==> src/rtl/if_id_fetch_queue_if.sv <==
// Fetch/decode handshake bundle for the IF/ID decoupling queue.
//   Fetch side : if_valid, if_pc, if_instr  -> queue ;  Freeze  <- queue
//   Decode side: id_ready                   -> queue ;  id_valid, id_pc, id_instr <- queue
// The slave modport is the queue's view; master is the fetch/decode environment's view.
interface if_id_fetch_queue_if #(
    parameter int PC_W    = 32,
    parameter int INSTR_W = 32
);
    logic               if_valid;
    logic [PC_W-1:0]    if_pc;
    logic [INSTR_W-1:0] if_instr;
    logic               Freeze;
    logic               id_ready;
    logic               id_valid;
    logic [PC_W-1:0]    id_pc;
    logic [INSTR_W-1:0] id_instr;

    modport master (
        output if_valid, if_pc, if_instr, id_ready,
        input  Freeze, id_valid, id_pc, id_instr
    );

    modport slave (
        input  if_valid, if_pc, if_instr, id_ready,
        output Freeze, id_valid, id_pc, id_instr
    );
endinterface

==> src/rtl/if_id_fetch_queue.sv <==
// Decoupling instruction queue between fetch and decode.
// Holds up to DEPTH (PC, instruction) pairs and presents the oldest to decode.
// A taken branch flushes every stored entry and bumps a saturating flush counter.
// Ports:
//   clk         rising-edge clock
//   rst         asynchronous active-low reset
//   Br_taken    flush request; overrides push and pop in the same cycle
//   bus         fetch/decode handshake bundle (slave view)
//   count       occupancy, 0..DEPTH
//   flush_count flushes since reset, saturating at all-ones
module if_id_fetch_queue #(
    parameter int DEPTH    = 4,
    parameter int PC_W     = 32,
    parameter int INSTR_W  = 32,
    parameter int FLUSH_CW = 16
) (
    input  logic                     clk,
    input  logic                     rst,
    input  logic                     Br_taken,
    if_id_fetch_queue_if.slave       bus,
    output logic [$clog2(DEPTH):0]   count,
    output logic [FLUSH_CW-1:0]      flush_count
);
    localparam int AW = $clog2(DEPTH);
    localparam int CW = AW + 1;
    localparam int EW = PC_W + INSTR_W;

    logic [EW-1:0] mem [DEPTH];
    logic [AW-1:0] rd_ptr;
    logic [AW-1:0] wr_ptr;
    logic          full;
    logic          empty;
    logic          push;
    logic          pop;

    assign full  = (count == CW'(DEPTH));
    assign empty = (count == '0);
    assign push  = bus.if_valid & ~full  & ~Br_taken;
    assign pop   = ~empty & bus.id_ready & ~Br_taken;

    // Outputs come only from registered state: no if_* -> id_* path, and
    // Freeze is a pure function of the registered count.
    assign bus.Freeze   = full;
    assign bus.id_valid = ~empty;
    assign {bus.id_pc, bus.id_instr} = empty ? '0 : mem[rd_ptr];

    always_ff @(posedge clk or negedge rst) begin
        if (!rst) begin
            rd_ptr      <= '0;
            wr_ptr      <= '0;
            count       <= '0;
            flush_count <= '0;
        end else if (Br_taken) begin
            rd_ptr <= '0;
            wr_ptr <= '0;
            count  <= '0;
            if (flush_count != '1) begin
                flush_count <= flush_count + FLUSH_CW'(1);
            end
        end else begin
            if (push) begin
                wr_ptr <= wr_ptr + AW'(1);
            end
            if (pop) begin
                rd_ptr <= rd_ptr + AW'(1);
            end
            unique case ({push, pop})
                2'b10:   count <= count + CW'(1);
                2'b01:   count <= count - CW'(1);
                default: count <= count;
            endcase
        end
    end

    // Storage is deliberately not reset; validity is tracked by count alone.
    always_ff @(posedge clk) begin
        if (push) begin
            mem[wr_ptr] <= {bus.if_pc, bus.if_instr};
        end
    end
endmodule

==> src/flat_wrapper.sv <==
// flat-port wrapper written by rule: the top's interface ports become plain ports
module if_id_fetch_queue_flat 
#(
    parameter int DEPTH    = 4,
    parameter int PC_W     = 32,
    parameter int INSTR_W  = 32,
    parameter int FLUSH_CW = 16
)
  (clk, rst, Br_taken, count, flush_count, bus_if_valid, bus_if_pc, bus_if_instr, bus_id_ready, bus_Freeze, bus_id_valid, bus_id_pc, bus_id_instr);
  if_id_fetch_queue_if #(.PC_W(PC_W), .INSTR_W(INSTR_W)) bus_i ();
  input  logic clk;
  input  logic rst;
  input  logic Br_taken;
  output logic [$clog2(DEPTH):0] count;
  output logic [FLUSH_CW-1:0] flush_count;
  input wire logic [$bits(bus_i.if_valid)-1:0] bus_if_valid;
  input wire logic [$bits(bus_i.if_pc)-1:0] bus_if_pc;
  input wire logic [$bits(bus_i.if_instr)-1:0] bus_if_instr;
  input wire logic [$bits(bus_i.id_ready)-1:0] bus_id_ready;
  output wire logic [$bits(bus_i.Freeze)-1:0] bus_Freeze;
  output wire logic [$bits(bus_i.id_valid)-1:0] bus_id_valid;
  output wire logic [$bits(bus_i.id_pc)-1:0] bus_id_pc;
  output wire logic [$bits(bus_i.id_instr)-1:0] bus_id_instr;
  assign bus_i.if_valid = bus_if_valid;
  assign bus_i.if_pc = bus_if_pc;
  assign bus_i.if_instr = bus_if_instr;
  assign bus_i.id_ready = bus_id_ready;
  assign bus_Freeze = bus_i.Freeze;
  assign bus_id_valid = bus_i.id_valid;
  assign bus_id_pc = bus_i.id_pc;
  assign bus_id_instr = bus_i.id_instr;
  if_id_fetch_queue #(.DEPTH(DEPTH), .PC_W(PC_W), .INSTR_W(INSTR_W), .FLUSH_CW(FLUSH_CW)) u_core (.clk(clk), .rst(rst), .Br_taken(Br_taken), .bus(bus_i), .count(count), .flush_count(flush_count));
endmodule
==> config.mk <==
export PLATFORM = sky130hd
export DESIGN_NAME = if_id_fetch_queue_flat
export DESIGN_NICKNAME = d
export VERILOG_FILES = /design/src/rtl/if_id_fetch_queue_if.sv /design/src/rtl/if_id_fetch_queue.sv /design/src/flat_wrapper.sv
export SDC_FILE = /design/constraint.sdc
export NUM_CORES = 1
export LEC_CHECK = 0
export BUFFER_PORTS_ARGS = -buffer_cell sky130_fd_sc_hd__buf_4
export CAP_MARGIN = 20
export CORE_UTILIZATION = 35
export DETAILED_ROUTE_END_ITERATION = 10
export PLACE_DENSITY_LB_ADDON = 0.3
export SLEW_MARGIN = 20
export SYNTH_ARGS = -nofsm -noshare
export SYNTH_HDL_FRONTEND = slang
export SYNTH_SLANG_ARGS = --single-unit
==> constraint.sdc <==
create_clock -name clk -period 5.14 [get_ports clk]
set_input_delay 1.028 -clock clk [delete_from_list [all_inputs] [get_ports clk]]
set_output_delay 1.028 -clock clk [all_outputs]
set_load 0.02 [all_outputs]
# Word level (Yosys, flattened, before mapping)
# Memories as Yosys holds them, arrays and structs flattened.
# Cells that the tools add are included.
# W data, S select, Z words.
[classes]
n_addsub = 5
n_eq_ne = 4
muxes = 9
bitwise = 7
n_reduce_logical = 5
[op_table]
columns = ["cell", "n"]
rows = [
  ["$mux W64", 1],
  ["$add A16 B1 Y16 const B", 1],
  ["$ne A16 B16 Y1 const B", 1],
  ["$mux W2", 4],
  ["$pmux W3 S2", 1],
  ["$add A2 B1 Y2 const B", 2],
  ["$and A1 B1 Y1", 4],
  ["$reduce_bool A2 Y1", 2],
  ["$add A3 B1 Y3 const B", 1],
  ["$eq A3 B3 Y1 const B", 1],
  ["$logic_not A3 Y1", 1],
  ["$mux W3", 1],
  ["$not A1 Y1", 3],
  ["$reduce_bool A3 Y1", 1],
  ["$sub A3 B1 Y3 const B", 1],
  ["$eq A2 B1 Y1 const B", 1],
  ["$eq A2 B2 Y1 const B", 1],
  ["$mux W1", 2],
  ["$reduce_and A2 Y1", 1],
]
[word_totals]
register_bits = 23
ram_bits = 256
inputBits = 69
output_inout_bits = 85
word_cells = 35
n_memories = 1
[mem_list]
columns = ["name", "depth", "word_bits", "rd", "rd_ports_with_merged_regs", "wr", "line", "source"]
rows = [
  ["u_core.mem", 4, 64, 1, 0, 1, "if_id_fetch_queue.sv:28", "logic [EW-1:0] mem [DEPTH];"],
]

# Depth between registers and ports, before layout
# Gate-level depths: netlist of run 1.
[logic_depth]
word_depth = 7
mapped_depth = 8
depth_no_buf = 8

# Worst setup path after synthesis of run 1
# Ideal clock, no wire load.
[synth_path]
path_kind = "input -> register"
startpoint = "input bus_if_valid"
endpoint = "memory u_core.mem[0][0] (netlist bit), enable pin"
setup_time_ns = 0.429
t_arrival_ns = 2.966
t_required_ns = 4.711
setup_slack_ns = 1.745
cell_stages = 3
n_path_buf = 0
path_cell_list = "a21bo_1 nor2_1 and2_1"
[synth_via]
elab_chain_cells = 4
[synth_lines]
columns = ["element", "line", "source"]
rows = [
  ["start, declared", "flat_wrapper.sv:16", "input wire logic [$bits(bus_i.if_valid)-1:0] bus_if_valid;"],
  ["$and A1 B1 Y1 (2 in series)", "if_id_fetch_queue.sv:38", "assign push = bus.if_valid & ~full & ~Br_taken;"],
  ["$mux W1", "if_id_fetch_queue.sv:77", "if (push) begin"],
  ["$mux W1 (implied by the code)", "if_id_fetch_queue.sv:78", "mem[wr_ptr] <= {bus.if_pc, bus.if_instr};"],
  ["end, declared", "if_id_fetch_queue.sv:28", ""],
]
# No other way between the ends.

# Worst setup path in the final report of run 1
[layout_path]
startpoint = "register u_core.rd_ptr[0]"
endpoint = "output bus_id_pc[21]"
[layout_via]
elab_chain_cells = 2
[layout_lines]
columns = ["element", "line", "source"]
rows = [
  ["start, declared", "if_id_fetch_queue.sv:29", "logic [AW-1:0] rd_ptr;"],
  ["start signal, assigned", "if_id_fetch_queue.sv:65", "rd_ptr <= rd_ptr + AW'(1);"],
  ["$mem_v2 Z4 W64", "--", ""],
  ["$mux W64", "if_id_fetch_queue.sv:45", "assign {bus.id_pc, bus.id_instr} = empty ? '0 : mem[rd_ptr];"],
  ["end, declared", "flat_wrapper.sv:22", "output wire logic [$bits(bus_i.id_pc)-1:0] bus_id_pc;"],
]
# No other way between the ends.

==> impl_metrics.env, run 1 <==
export IMPL_cts_buffer_depth=3
export IMPL_core_sq_mm=0.0306
export IMPL_drc_errors=0
export IMPL_tns_ns=0
export IMPL_maxCapViolations=0
export IMPL_dieWidth_um=178
export IMPL_min_period_ns=3.69
export IMPL_grt_usage=0.136
export IMPL_crit_buf_inv=2
export IMPL_synth_area_sq_mm=0.0109
export IMPL_syn_inst=529
export IMPL_ys_ff_latch=279
export IMPL_worst_pin_slew_ns=1.04
export IMPL_cts_setup_buffers=0
export IMPL_rows=64
export IMPL_initial_core_util=0.356
export IMPL_cts_resized_gates=0
export IMPL_routed_via_density=4.82
export IMPL_worst_path_max_delay_cell="dfrtp_4"
export IMPL_routedWlPerCell_um=19.2
export IMPL_syn_mean_instance_area_sq_um=20.6
export IMPL_crit_required_ns=4.11
export IMPL_port_buffers=153
export IMPL_path_cells="buf_12 -> mux4_2 -> and2_1 -> buf_4"
export IMPL_path_max_fanout=42
export IMPL_synth_nets=604
export IMPL_worstHoldPathType="input pin to asynchronous set/reset pin"
export IMPL_yosysSeqAreaShare=0.759
export IMPL_crit_type="flop to output port"
export IMPL_grt_util_met2=0.239
export IMPL_ant_nets=0
export IMPL_vias=5361
export IMPL_grt_antenna_before_repair=0
export IMPL_path_delay_family="flip-flops"
export IMPL_final_nets=768
export IMPL_cts_sinks=279
export IMPL_final_common_cell="edfxtp_1"
export IMPL_p_leak_nw=4.69
export IMPL_min_period_over_period=0.718
export IMPL_async_flop_share=0.0824
export IMPL_grt_ovfl_total=0
export IMPL_skew_ns=0.00678
export IMPL_drv_slew=0
export IMPL_clock_root_buffer="clkbuf_16"
export IMPL_numCtsBuffers=30
export IMPL_antennaDiodeCount=0
export IMPL_layout_common_cells="edfxtp_1, buf_4, and2_1"
export IMPL_grt_first_pass_wirelength_mm=32.6
export IMPL_ys_warnings_count=0
export IMPL_die_y_um=178
export IMPL_io_pins=154
export IMPL_cts_hold_buf=0
export IMPL_finalSetupViolations=0
export IMPL_gr_usage_met3=0.0294
export IMPL_cts_tree="yes"
export IMPL_grt_busiest_layer="met2"
export IMPL_power_density_mw_per_mm2=510
export IMPL_drive_gt1_frac=0.382
export IMPL_drt_iter0_markers=295
export IMPL_wl_mm=21.4
export IMPL_grt_max_degree=66
export IMPL_max_slew_margin=0.306
export IMPL_htree_num_levels=1
export IMPL_arrival_ns=2.66
export IMPL_crit_path_start_kind="flop"
export IMPL_dp_hpwl_mm=12.2
export IMPL_hold_viol_final=0
export IMPL_synth_flop_cell="edfxtp_1"
export IMPL_dieArea_sq_mm=0.0318
export IMPL_max_freq_mhz=271
export IMPL_dpl_worst_slack_ns=1.94
export IMPL_outcome="complete, no violations"
export IMPL_setup_slack_ns=1.45
export IMPL_endpoint_kind="output port"
export IMPL_synth_cell_types=35
export IMPL_rsz0062_at_grt="false"
export IMPL_clk_pin_slew_worst_paths_ns=0.06
export IMPL_insertion_delay_ns=0.53
export IMPL_dr_pass1_iters=4
export IMPL_area_growth_pct=23.8
export IMPL_synth_edf_count=256
export IMPL_gp_congestion=0.795
export IMPL_grt_use_met1=0.167
export IMPL_grt_pass1_vias=5753
export IMPL_ir_drop_mv=0.311
export IMPL_max_stage_delay_ns=0.77
-- metrics by stage --
stage                     hold slack, ns  instance area [sq um]   util  cells  power [mW]
after floorplan                    0.542                  10900      -    529        4.01
after global routing               0.366                  13500  0.440   1113        7.20
after detailed placement           0.507                  12500  0.408   1057        4.84
final                              0.375                  13500  0.440   1113        6.87
after global placement             0.501                  12500  0.408   1057        4.81
after CTS                          0.357                  13500  0.440   1113        7.00
-- worst reg2reg max path: stages, from the launching register on --
cell     delay (ns)
dfrtp_1        0.45
or3_2          0.70
buf_4          0.38
nand2_1        0.23
nor3b_1        0.09
fa_1           0.43
nand2_1        0.12
nor3_1         0.05
a31oi_1        0.14
a31oi_1        0.09
-- Yosys cell counts (2+ instances only) --
cell	n	area share
inv_1	3	0.0010
mux2i_1	2	0.0018
nand4_1	5	0.0029
xor2_1	10	0.0080
ha_1	5	0.0057
clkbuf_1	12	0.0041
nor3b_1	2	0.0014
edfxtp_1	256	0.71
xnor2_1	8	0.0064
a31oi_1	3	0.0017
and4_1	2	0.0016
nor3_1	4	0.0018
nor4_1	3	0.0017
nand2b_1	3	0.0017
mux4_2	64	0.13
dfrtp_1	23	0.053
nor2b_1	2	0.0011
nand2_1	8	0.0028
mux2_2	2	0.0021
nor2_1	14	0.0048
and2_1	69	0.040
buf_1	2	0.00069
o21ai_0	3	0.0014
nand3_1	5	0.0023
buf_2	9	0.0041
-- cell families after synthesis --
kind of cell / count (synthesis) / share of synthesized area
AO/OA/AOI/OAI: 9 / 0.00541
XOR/XNOR: 18 / 0.0145
adder cells (fa/ha/maj): 6 / 0.00759
buffers and inverters: 26 / 0.0100
flip-flops: 279 / 0.759
multiplexers: 68 / 0.136
AND/OR/NAND/NOR: 123 / 0.0667
-- registers in the layout (all words and copies together) (netlist names) --
| name | count |
|---|---|
| u_core.flush_count | 16 |
| u_core.mem | 256 |
| u_core.count | 3 |
| u_core.wr_ptr | 2 |
| u_core.rd_ptr | 2 |
-- metal layers --
metal / part of all wire / vias to the layer above
li1: - / 2435
met1: 0.41 / 2765
met2: 0.51 / 135
met3: 0.054 / 26
met4: 0.021 / 0
met5: 0 / -
-- final timing paths --
| kind | startpoint | end | slack, ns | depth (start not counted) |
|---|---|---|---|---|
| worst max register to register | u_core.count[1]$_DFFE_PN0P_ | u_core.count[2]$_DFFE_PN0P_ | 2.34 | 9 |
| max in group asynchronous | rst | u_core.rd_ptr[1]$_DFFE_PN0P_ | 4.50 | 1 |
| worst max-delay path | u_core.rd_ptr[0]$_DFFE_PN0P_ | bus_id_pc[21] | 1.45 | 4 |
| worst min register to register | u_core.flush_count[7]$_DFFE_PN0P_ | u_core.flush_count[7]$_DFFE_PN0P_ | 0.51 | 1 |
| worst min-delay path | rst | u_core.flush_count[10]$_DFFE_PN0P_ | 0.38 | 1 |
| min in group clk | u_core.flush_count[7]$_DFFE_PN0P_ | u_core.flush_count[7]$_DFFE_PN0P_ | 0.51 | 1 |
-- report_power, final --
part / internal (mW) / leakage, nW / switching, mW
clock network: 1.30 / 0.493 / 0.830
logic: 0.923 / 1.57 / 1.02
registers: 2.63 / 2.63 / 0.158
-- area by class of cell --
cell class              instances  area (sq um)
inverters                       3          11.3
repair buffers                155          1180
clock buffers                  42           857
well taps                     396           495
multi-input cells             224          2520
fillers                      2675         17100
clock inverters                14           143
flip-flops and latches        279          8270
Note: power is estimated with default switching activity, not from simulation.
==> run 2, diff against run 1 <==
==> constraint.sdc (replaced) <==
create_clock -name clk -period 3.85 [get_ports clk]
set_input_delay 0.77 -clock clk [delete_from_list [all_inputs] [get_ports clk]]
set_output_delay 0.77 -clock clk [all_outputs]
set_load 0.02 [all_outputs]
==> impl_metrics.env, run 2 (synthesis results as in run 1) <==
export IMPL_outcome="complete, no violations"
export IMPL_register_area_sq_mm=0.00827
export IMPL_core_sq_mm=0.0306
export IMPL_rr_worst_depth=7
export IMPL_finalSetupViolations=0
export IMPL_maxCapViolations=0
export IMPL_worst_path_max_delay_cell="or3_2"
export IMPL_dieArea_sq_mm=0.0318
export IMPL_multi_input_area_sq_mm=0.00252
export IMPL_rows=64
export IMPL_path_max_fanout=42
export IMPL_cts_tree="yes"
export IMPL_final_nets=768
export IMPL_initial_core_util=0.356
export IMPL_cts_setup_buffers=0
export IMPL_routedWlPerCell_um=20.0
export IMPL_holdWs_ns=0.138
export IMPL_ir_drop_mv=0.424
export IMPL_clock_root_buffer="clkbuf_16"
export IMPL_area_growth_pct=23.0
export IMPL_worstHoldPathType="input pin to asynchronous set/reset pin"
export IMPL_min_period_ns=3.36
export IMPL_ant_nets=0
export IMPL_dpl_cell_area_sq_mm=0.0125
export IMPL_rsz0062_at_grt="false"
export IMPL_netSwitchingPower_mw=2.69
export IMPL_drc_errors=0
export IMPL_drt_iter0_markers=328
export IMPL_layout_common_cells="edfxtp_1, buf_4, and2_1"
export IMPL_largestRegisters="u_core.mem x256, u_core.flush_count x16, u_core.count x3"
export IMPL_dieWidth_um=178
export IMPL_cts_buffer_depth=3
export IMPL_finalNonFillerCells=1111
export IMPL_clk_pin_slew_worst_paths_ns=0.06
export IMPL_largest_reg_flops=256
export IMPL_insertion_delay_ns=0.54
export IMPL_cts_sinks=279
export IMPL_antennaDiodeCount=0
export IMPL_crit_start="u_core.count[1]$_DFFE_PN0P_"
export IMPL_max_slew_margin=0.332
export IMPL_reg2reg_from="u_core.count[1]$_DFFE_PN0P_"
export IMPL_worst_pin_slew_ns=1.00
export IMPL_dr_pass1_iters=4
export IMPL_setup_slack_ns=0.494
export IMPL_tns_ns=0
export IMPL_endpoint_kind="output port"
export IMPL_crit_path_start_kind="flop"
export IMPL_grt_ovfl_total=0
export IMPL_power_frac_comb=0.294
export IMPL_power_density_mw_per_mm2=671
export IMPL_design_area_sq_mm=0.0134
export IMPL_grt_first_pass_wirelength_mm=33.6
export IMPL_skew_ns=0.0165
export IMPL_dp_hpwl_mm=13.5
export IMPL_p_total_mw=8.98
export IMPL_path_cells="or3_2 -> buf_4 -> and2_1 -> buf_4"
export IMPL_drv_slew=0
export IMPL_min_period_over_period=0.872
export IMPL_p_leak_nw=4.65
export IMPL_arrival_ns=2.59
export IMPL_clkPwrFrac=0.292
export IMPL_gp_congestion=0.809
export IMPL_grt_max_degree=66
export IMPL_wl_mm=22.2
export IMPL_grt_pass1_vias=5857
export IMPL_final_common_cell="edfxtp_1"
export IMPL_htree_num_levels=1
export IMPL_critPathMostFrequentCell="buf_4"
export IMPL_pwr_share_seq=0.414
export IMPL_io_pins=154
export IMPL_cts_hold_buf=0
export IMPL_drive_gt1_frac=0.379
export IMPL_grt_antenna_before_repair=1
export IMPL_crit_type="flop to output port"
export IMPL_p_int_mw=6.29
export IMPL_crit_required_ns=3.08
export IMPL_dpl_worst_slack_ns=0.950
export IMPL_final_util=0.438
export IMPL_die_y_um=178
export IMPL_hold_viol_final=0
export IMPL_placed_cells=1059
export IMPL_fillers=2691
export IMPL_routed_via_density=4.87
export IMPL_max_stage_delay_ns=0.87
export IMPL_largest_register="u_core.mem"
export IMPL_switching_share=0.299
export IMPL_vias=5413
export IMPL_cts_resized_gates=0
export IMPL_max_freq_mhz=298
export IMPL_numCtsBuffers=28
export IMPL_grt_usage=0.142
export IMPL_port_buffers=153
## run 2: worst paths after layout
check	slack [ns]	to
worst max-delay path	0.49	bus_id_pc[30]
worst min-delay path	0.14	u_core.flush_count[10]$_DFFE_PN0P_
worst max register to register	1.10	u_core.count[2]$_DFFE_PN0P_
worst min register to register	0.52	u_core.flush_count[15]$_DFFE_PN0P_
max in group asynchronous	3.44	u_core.rd_ptr[0]$_DFFE_PN0P_
min in group clk	0.43	u_core.mem[3][2]$_DFFE_PP_
## run 2: area by class of cell
type,instances,area share
inverters,3,0.000841
repair buffers,157,0.0890
clock inverters,20,0.0134
clock buffers,32,0.0535
multi-input cells,224,0.188
well taps,396,0.0370
flip-flops and latches,279,0.618
## run 2: power groups by stage
| stage | combinational (mW) | clock (mW) | sequential, mW |
|---|---|---|---|
| global route | 2.85 | 2.81 | 3.76 |
| CTS | 2.73 | 2.69 | 3.73 |
| finish | 2.64 | 2.62 | 3.72 |
| global placement | 2.69 | 0 | 3.78 |
| detailed placement | 2.72 | 0 | 3.79 |
| floorplan | 1.63 | 0 | 3.71 |
## run 2: routing by layer
metal | vias up | global-route usage | wire length (um)
met5 | - | 0 | 13
met4 | 2 | 0.0381 | 445
li1 | 2433 | - | -
met2 | 149 | 0.250 | 11500
met3 | 31 | 0.0322 | 1290
met1 | 2798 | 0.175 | 9000
## run 2: critical path: cells and delay by family (launching register included)
family | cells | cell delay, ns
simple gates | 2 | 1.07
buf+inv | 2 | 0.53
flops | 1 | 0.45
